==> src/rtl/uart_rx_buffer.sv <==
// 8N1 UART receiver feeding a byte FIFO, exposed as a DATA/STATUS register pair.
// Define UART_RX_PARITY_EN to add an even-parity bit between DATA and STOP.
module uart_rx_buffer #(
  parameter int CLKS_PER_BIT = 868,
  parameter int FIFO_DEPTH   = 16
) (
  input  logic        clk,
  input  logic        rst,
  input  logic        rx,
  input  logic        reg_sel,
  input  logic [7:0]  wdata,
  input  logic        wenable,
  output logic [31:0] rdata,
  output logic        int_pending
);

  localparam int AW = $clog2(FIFO_DEPTH);
  localparam int CW = $clog2(CLKS_PER_BIT);
  localparam logic [CW-1:0] LP_BIT_END  = CW'(CLKS_PER_BIT - 1);
  localparam logic [CW-1:0] LP_HALF_END = CW'(CLKS_PER_BIT / 2 - 1);
  localparam logic [AW:0]   LP_FULL     = (AW + 1)'(FIFO_DEPTH);

  typedef enum logic [2:0] {
    S_IDLE,
    S_START,
    S_DATA,
`ifdef UART_RX_PARITY_EN
    S_PARITY,
`endif
    S_STOP,
    S_BREAK
  } state_t;

  state_t         r_state;
  logic           r_rx_meta;
  logic           r_rx_sync;
  logic [CW-1:0]  r_cnt;
  logic [2:0]     r_bit_cnt;
  logic [7:0]     r_shift;
  logic           r_ovr;
  logic           r_ferr;
`ifdef UART_RX_PARITY_EN
  logic           r_par_bad;
  logic           r_perr;
`endif

  logic [AW:0]    r_wr_ptr;
  logic [AW:0]    r_rd_ptr;
  logic [7:0]     r_mem [FIFO_DEPTH];

  logic           w_bit_tick;
  logic           w_stop_tick;
  logic           w_frame_ok;
  logic           w_ferr_set;
  logic [AW:0]    w_count;
  logic [8:0]     w_count_ext;
  logic           w_empty;
  logic           w_full;
  logic           w_pop;
  logic           w_push;
  logic           w_ovr_set;
  logic           w_clr;
  logic           w_unused;

  always_ff @(posedge clk or posedge rst) begin
    if (rst) begin
      r_rx_meta <= 1'b1;
      r_rx_sync <= 1'b1;
    end else begin
      r_rx_meta <= rx;
      r_rx_sync <= r_rx_meta;
    end
  end

  assign w_bit_tick  = (r_cnt == LP_BIT_END);
  assign w_stop_tick = (r_state == S_STOP) && w_bit_tick;
  assign w_ferr_set  = w_stop_tick && !r_rx_sync;
`ifdef UART_RX_PARITY_EN
  assign w_frame_ok  = w_stop_tick && r_rx_sync && !r_par_bad;
`else
  assign w_frame_ok  = w_stop_tick && r_rx_sync;
`endif

  always_ff @(posedge clk or posedge rst) begin
    if (rst) begin
      r_state   <= S_IDLE;
      r_cnt     <= '0;
      r_bit_cnt <= '0;
      r_shift   <= '0;
`ifdef UART_RX_PARITY_EN
      r_par_bad <= 1'b0;
`endif
    end else begin
      case (r_state)
        S_IDLE: begin
          if (!r_rx_sync) begin
            r_cnt   <= '0;
            r_state <= S_START;
          end
        end
        S_START: begin
          if (r_cnt == LP_HALF_END) begin
            r_cnt     <= '0;
            r_bit_cnt <= '0;
            r_state   <= r_rx_sync ? S_IDLE : S_DATA;
          end else begin
            r_cnt <= r_cnt + CW'(1);
          end
        end
        S_DATA: begin
          if (w_bit_tick) begin
            r_cnt     <= '0;
            r_shift   <= {r_rx_sync, r_shift[7:1]};
            r_bit_cnt <= r_bit_cnt + 3'd1;
            if (r_bit_cnt == 3'd7) begin
`ifdef UART_RX_PARITY_EN
              r_state <= S_PARITY;
`else
              r_state <= S_STOP;
`endif
            end
          end else begin
            r_cnt <= r_cnt + CW'(1);
          end
        end
`ifdef UART_RX_PARITY_EN
        S_PARITY: begin
          if (w_bit_tick) begin
            r_cnt     <= '0;
            r_par_bad <= r_rx_sync ^ (^r_shift);
            r_state   <= S_STOP;
          end else begin
            r_cnt <= r_cnt + CW'(1);
          end
        end
`endif
        S_STOP: begin
          if (w_bit_tick) begin
            r_cnt   <= '0;
            r_state <= r_rx_sync ? S_IDLE : S_BREAK;
          end else begin
            r_cnt <= r_cnt + CW'(1);
          end
        end
        S_BREAK: begin
          if (r_rx_sync) r_state <= S_IDLE;
        end
        default: r_state <= S_IDLE;
      endcase
    end
  end

  assign w_count     = r_wr_ptr - r_rd_ptr;
  assign w_count_ext = 9'(w_count);
  assign w_empty     = (w_count == '0);
  assign w_full      = (w_count == LP_FULL);
  assign w_pop       = wenable && !reg_sel && !w_empty;
  // A pop in the same cycle frees the head slot, so a push into a full FIFO still fits.
  assign w_push      = w_frame_ok && (!w_full || w_pop);
  assign w_ovr_set   = w_frame_ok && w_full && !w_pop;
  assign w_clr       = wenable && reg_sel;

  always_ff @(posedge clk or posedge rst) begin
    if (rst) begin
      r_wr_ptr <= '0;
      r_rd_ptr <= '0;
      r_ovr    <= 1'b0;
      r_ferr   <= 1'b0;
`ifdef UART_RX_PARITY_EN
      r_perr   <= 1'b0;
`endif
    end else begin
      if (w_push) r_wr_ptr <= r_wr_ptr + (AW + 1)'(1);
      if (w_pop)  r_rd_ptr <= r_rd_ptr + (AW + 1)'(1);
      r_ovr  <= w_ovr_set  | (r_ovr  & ~(w_clr & wdata[2]));
      r_ferr <= w_ferr_set | (r_ferr & ~(w_clr & wdata[3]));
`ifdef UART_RX_PARITY_EN
      r_perr <= (w_stop_tick & r_par_bad) | (r_perr & ~(w_clr & wdata[4]));
`endif
    end
  end

  always_ff @(posedge clk) begin
    if (w_push) r_mem[r_wr_ptr[AW-1:0]] <= r_shift;
  end

  always_comb begin
    rdata = '0;
    if (reg_sel) begin
      rdata[0]    = !w_empty;
      rdata[1]    = w_full;
      rdata[2]    = r_ovr;
      rdata[3]    = r_ferr;
`ifdef UART_RX_PARITY_EN
      rdata[4]    = r_perr;
`endif
      rdata[15:8] = w_count_ext[7:0];
    end else if (!w_empty) begin
      rdata[7:0] = r_mem[r_rd_ptr[AW-1:0]];
    end
  end

  assign int_pending = !w_empty;

`ifdef UART_RX_PARITY_EN
  assign w_unused = ^{wdata[7:5], wdata[1:0], w_count_ext[8]};
`else
  assign w_unused = ^{wdata[7:4], wdata[1:0], w_count_ext[8]};
`endif

endmodule

==> config.mk <==
export PLATFORM = sky130hd
export DESIGN_NAME = uart_rx_buffer
export DESIGN_NICKNAME = d
export VERILOG_FILES = /design/src/rtl/uart_rx_buffer.sv
export SDC_FILE = /design/constraint.sdc
export NUM_CORES = 1
export LEC_CHECK = 0
export CAP_MARGIN = 20
export CORE_MARGIN = 2
export CORE_UTILIZATION = 35
export DETAILED_ROUTE_END_ITERATION = 16
export PLACE_DENSITY = 0.59
export SETUP_SLACK_MARGIN = 0.5
export SYNTH_ARGS = -nofsm -noshare
export SYNTH_HDL_FRONTEND = slang
export SYNTH_SLANG_ARGS = --single-unit
==> constraint.sdc <==
create_clock -name clk -period 3.6 [get_ports clk]
set_input_delay 0.54 -clock clk [delete_from_list [all_inputs] [get_ports clk]]
set_output_delay 0.54 -clock clk [all_outputs]
set_load 0.01 [all_outputs]
**Word-level counts from Yosys, hierarchy flattened**

Memory sizes are Yosys's and may differ from the RTL's.
Index checks and enable logic that the tools add are counted.

- Bits in registers: 38
- Latch bits: 0
- RAM bits: 128
- Bits in read-only memories: 0
- Input port bits: 13
- Output and inout port bits: 33
- Logic and storage cells: 84
- Memories kept: 1

Memory list:

| memory | words | bits a word | rd ports | clocked after memory_dff | write ports | RTL line | source |
|---|---|---|---|---|---|---|---|
| r_mem | 16 | 8 | 1 | 0 | 1 | 49 | `logic [7:0] r_mem [FIFO_DEPTH];` |

- Add/sub/neg operators: 5
- $mul: 0
- Divide/modulo/power cells: 0
- $lt $le $gt $ge: 0
- Equal/unequal tests: 14
- Shifts and indexed selects: 0
- Muxes and demuxes: 22
- Bitwise logic cells: 8
- Reduce and logical (&&, ||, !) cells: 24

Operators with widths:

| operator | number |
|---|---|
| 10-bit 2-to-1 mux | 3 |
| 10-bit case mux with 3 select lines | 1 |
| 3-bit 2-to-1 mux | 9 |
| 3-bit case mux with 5 select lines | 1 |
| 2-bit != test, second input constant | 6 |
| 10-bit by 1-bit adder with 10-bit output, second input constant | 1 |
| 5-bit by 1-bit adder with 5-bit output, second input constant | 2 |
| 10-bit equality test, second input constant | 1 |
| 10-bit by 9-bit equality test with 1-bit output, second input constant | 1 |
| 1-bit logical AND | 9 |
| 4-bit 2-to-1 mux | 2 |
| 8-bit 2-to-1 mux | 1 |
| 3-bit by 2-bit equality test with 1-bit output, second input constant | 2 |
| 3-bit equality test, second input constant | 2 |
| 3-bit case mux with 2 select lines | 1 |
| 6-bit AND reduction | 1 |
| 5-bit equality test, second input constant | 1 |
| 1-bit zero test | 5 |
| 5-bit zero test | 1 |
| 5-bit 2-to-1 mux | 1 |
| 5-bit subtractor | 1 |
| 1-bit bitwise AND | 4 |
| 2-bit AND reduction | 2 |
| 3-bit by 1-bit adder with 3-bit output, second input constant | 1 |
| 11 further kinds | 14 |

**Logic depth before layout (Yosys ltp)**

- Word-level depth: 8
- Gate-level depth with buffers: 10
- Gate-level depth less buffers: 9

**Least setup slack after synthesis**

Ideal clock, no wire load.

- Path kind: register to register
- Start: register r_rd_ptr[1]
- End: memory r_mem[13][0], enable pin
- Setup time: 395 ps
- Data arrival time: 3330 ps
- Required time: 3205 ps
- Slack: -125 ps
- Cell stages (with the launch flop): 9
- Buffers on the path: 1
- Period minus slack after synthesis: 3725 ps
- Cells stage by stage: dfrtp_1 clkbuf_1 clkinv_1 fa_1 a21o_1 a21oi_1 mux2i_1 nor2_1 nor4_1

- Word-level cells in the longest chain between the ends: 8
- Elaborated cells between the ends (all ways): 10
- Those cells by class: add/sub: 1; eq/ne: 1; mux: 2; reduce/logical: 6

RTL lines:

| what | RTL line | source |
|---|---|---|
| from (decl) | 48 | `logic [AW:0] r_rd_ptr;` |
| from (signal assigned) | 174 | `if (w_pop) r_rd_ptr <= r_rd_ptr + (AW + 1)'(1);` |
| 5-bit subtractor (*) | 153 | `assign w_count = r_wr_ptr - r_rd_ptr;` |
| 5-bit zero test | 155 | `assign w_empty = (w_count == '0);` |
| 1-bit zero test | 157 | `assign w_pop = wenable && !reg_sel && !w_empty;` |
| 1-bit logical AND | 157 |  |
| 1-bit logical OR (*) | 159 | `assign w_push = w_frame_ok && (!w_full \|\| w_pop);` |
| 1-bit logical AND (*) | 159 |  |
| 1-bit 2-to-1 mux (*) | 184 | `if (w_push) r_mem[r_wr_ptr[AW-1:0]] <= r_shift;` |
| 1-bit 2-to-1 mux (implied by the code) (*) | 184 |  |
| to (decl) | 49 |  |

Every way passes the cells marked *; elsewhere a longest branch is shown, timed or not.

**Final worst setup path**

- Start: register r_rd_ptr[0]
- End: output port rdata[3]

- Word-level cells in the longest chain between the ends: 4
- Elaborated cells between the ends (all ways): 5
- Those cells by class: add/sub: 1; mux: 2; reduce/logical: 1; memory: 1

RTL lines:

| what | RTL line | source |
|---|---|---|
| 5-bit subtractor | 153 |  |
| 5-bit zero test | 155 |  |
| 8-bit 2-to-1 mux (*) | 198 | `end else if (!w_empty) begin` |
| 4-bit 2-to-1 mux (*) | 189 | `if (reg_sel) begin` |
| to (decl) | 13 | `output logic [31:0] rdata,` |

Marks and branches as above.

==> impl_metrics.csv <==
group,metric,value,unit
timing,drv_slew,0,
cells_and_area,stdcell_area,8970,sq um
place,portBuffers,20,
grt,antenna_found_initial,0,
synth,avgSynthCellArea,15.7,sq um
detailed_routing,ant_nets,0,
floorplan,die_area,22000,sq um
cells_and_area,drive_above_1_share,31.7,%
setup_path,crit_path_end_kind,"output pin",
clock_tree,tritoncts,"built",
floorplan,die_w,148,um
floorplan,start_util,35.8,%
power_and_ir_drop,powerDensity,422,nW/um^2
synth,postSynthCellCount,466,
floorplan,ios,46,
hold_path,min_path_type,"flip-flop to flip-flop",
timing,period_needed,3.29,ns
place,place_ws,0.144,ns
power_and_ir_drop,vdd_drop_max,0.356,mV
grt,grt_max_degree,29,
cells_and_area,nNetsFinal,564,
outcome,outcome,"finished clean",
cells_and_area,num_antenna_cells,0,
detailed_routing,routed_wirelength,16.0,mm
timing,period_share,91.3,%
synth,ys_warn_count,0,
floorplan,die_y,148,um
clock_tree,path_clk_slew,0.06,ns
timing,rsz0062_at_grt,"true",
detailed_routing,first_pass_iters,4,
grt,grt_pass1_wl,25.4,mm
place,dpl.hpwl,10.2,mm
place,gp_congestion,0.864,
cells_and_area,seq_area,4800,sq um
detailed_routing,viasPerCell,5.15,
detailed_routing,routedWlPerCell,19.5,um
clock_tree,cts.sinks,166,
timing,fin_skew,0.00898,ns
detailed_routing,drt_iter0_drc,313,
synth,synth.distinct_cells,58,
synth,synthArstFlopShare,22.9,%
clock_tree,htree_levels,4,
cells_and_area,multiInputGateArea,2590,sq um
floorplan,coreArea,20400,sq um
timing,slew_headroom,51.9,%
grt,grt_usage,15.6,%
timing,final-setup-viol-count,0,
timing,fmax,304,MHz
setup_path,crit_type,"flip-flop to output pin",
setup_path,worstPathMaxFanout,2,
place,place_inst,768,
timing,final_hold_viol_count,0,
synth,synthFlopType,"edfxtp_1",
run,max_cap_violations,0,
synth,ys_seq_area_share,65.7,%
floorplan,core.rowCount,52,
detailed_routing,vias,4215,
clock_tree,numCtsBuffers,17,
timing,tightest_slew,0.722,ns
grt,grt_pass1_vias,4370,
power_and_ir_drop,p_leak,0.00346,uW
synth,ys_ff_latch,166,
setup_path,cp.required,3.06,ns
grt,grt_overflow,0,
setup_path,arrival,2.75,ns
cells_and_area,area_growth,22.9,%
place,placed_area,8050,sq um
detailed_routing,drcViolationCount,0,
clock_tree,clkLatencyLatePin,0.43,ns
setup_path,cp-start-kind,"flip-flop",
timing,setup-tns-final,0,ns
timing,setup_ws,0.314,ns
synth,syn_area,7300,sq um
synth,synth-edff-count,128,
clock_tree,root_buffer,"clkbuf_16",
cells_and_area,instances_no_fill,819,
cells_and_area,final.fill_count,1734,
clock_tree,clk_path_buf_depth,2,
cell usage after synthesis (all sizes together) (2+ instances only):
library cell,n,area share [%]
and4,3,0.36
dfstp,2,0.72
nor3,7,0.55
xnor2,10,1.2
clkbuf,9,0.46
nand4bb,2,0.31
buf,28,2.6
a21o,5,0.51
o41ai,2,0.24
nor4,10,0.86
a21oi,7,0.48
mux2,10,1.9
nor2,24,1.2
ha,13,2.2
edfxtp,128,53
a211oi,4,0.41
o21ai,14,0.96
nor4b,3,0.36
or2,3,0.26
nand3,6,0.41
o2bb2ai,3,0.36
inv,13,0.67
and2,3,0.26
nand2,34,1.7
o211ai,6,0.62
nand3b,2,0.21
dfrtp,36,12
or4,3,0.36
nand2b,4,0.34
mux2i,7,0.96
or3,3,0.26
mux4,33,10
xor2,2,0.24
nor2b,3,0.26
and3,8,0.69
o22ai,4,0.34
state kept, by name, indices dropped and copies added (netlist names):
signal,cells
r_state,3
r_rx_meta,1
r_wr_ptr,5
r_ferr,1
r_bit_cnt,3
r_cnt,10
r_rx_sync,1
r_rd_ptr,5
r_mem,128
r_ovr,1
r_shift,8
layer usage:
layer  GRT usage, %  up-vias  wire length, um
met3           3.22       23              527
met1           20.0     2179             7120
li1               -     1911                -
met2           26.2      102             7980
met5              0        -                0
met4           5.57        0              326
layout by cell type, fill, tap and decap left out, types with 7 or more instances in the layout:
cell type	netlist	final
and3_1	8	8
o21ai_1	8	8
nor4_4	0	8
ha_1	13	12
mux4_2	33	33
buf_4	19	42
clkdlybuf4s50_1	0	10
nor2_1	24	21
inv_1	11	8
clkbuf_16	0	17
buf_6	1	8
nand2_1	34	33
conb_1	1	19
mux2_4	7	7
buf_2	7	7
dfrtp_1	36	35
edfxtp_1	128	128
xnor2_1	10	9
cell type report:
class / count / area share (%)
sequential: 166 / 53.5
multi-input combinational: 267 / 28.9
timing repair buffer: 71 / 7.06
clock buffer: 17 / 4.74
tap: 270 / 3.77
clock inverter: 14 / 1.41
inverter: 14 / 0.600
critical path, stage by stage, from the launching register on:
cell      delay (ns)
dfrtp_2         0.43
ha_4            0.17
inv_2           0.05
fa_2            0.44
buf_6           0.14
nor4b_4         0.28
mux2i_2         0.13
o21bai_2        0.19
buf_6           0.15
o41ai_4         0.06
buf_4           0.17
buf_6           0.11
power by group:
| group | leakage, uW | internal (uW) | total [uW] | switching [uW] |
|---|---|---|---|---|
| Combinational | 0.00126 | 12.9 | 37.4 | 24.5 |
| Sequential | 0.00192 | 2040 | 2050 | 2.69 |
| Clock | 0.000276 | 955 | 1700 | 746 |
| Total | 0.00346 | 3010 | 3780 | 774 |
cell families (layout without fill, tap and decap cells):
group	count (synthesis)	in the layout	synth area share [%]
buffers and inverters	51	116	3.82
adder cells (fa/ha/maj)	14	14	2.50
other	1	19	0.0514
AO/OA/AOI/OAI	53	53	4.83
multiplexers	50	50	13.0
XOR/XNOR	12	12	1.44
flip-flops	166	166	65.7
AND/OR/NAND/NOR	119	119	8.57
stage by stage:
| step | utilization [%] | power (uW) | hold slack (ns) |
|---|---|---|---|
| 5_1_grt | 44.0 | 3900 | 0.361 |
| 2_1_floorplan | - | 2120 | 0.345 |
| 3_3_place_gp | 39.5 | 2120 | 0.347 |
| 4_1_cts | 43.5 | 3810 | 0.360 |
| 3_5_place_dp | 39.5 | 2120 | 0.347 |
| 6_report | 44.0 | 3780 | 0.358 |
repair_timing:
item	CTS	global route
setup endpoints to repair	74	129
cloned	1	0
resized for setup	70	12
hold buffers	0	0
pin swaps	14	7
buffers inserted	14	4
final timing paths:
kind | from | endpoint | slack, ns | cells past startpoint
min in group asynchronous | rst | r_ferr | 0.38 | 2
setup / recovery | r_rd_ptr[0] | rdata[3] | 0.31 | 11
setup reg to reg | r_wr_ptr[0] | r_mem[1][0] | 0.56 | 11
hold / removal | r_rx_meta | r_rx_sync | 0.36 | 0
max in group asynchronous | rst | r_state[2] | 2.64 | 4
hold reg to reg | r_rx_meta | r_rx_sync | 0.36 | 0
Note: power is estimated with default switching activity, not from simulation.
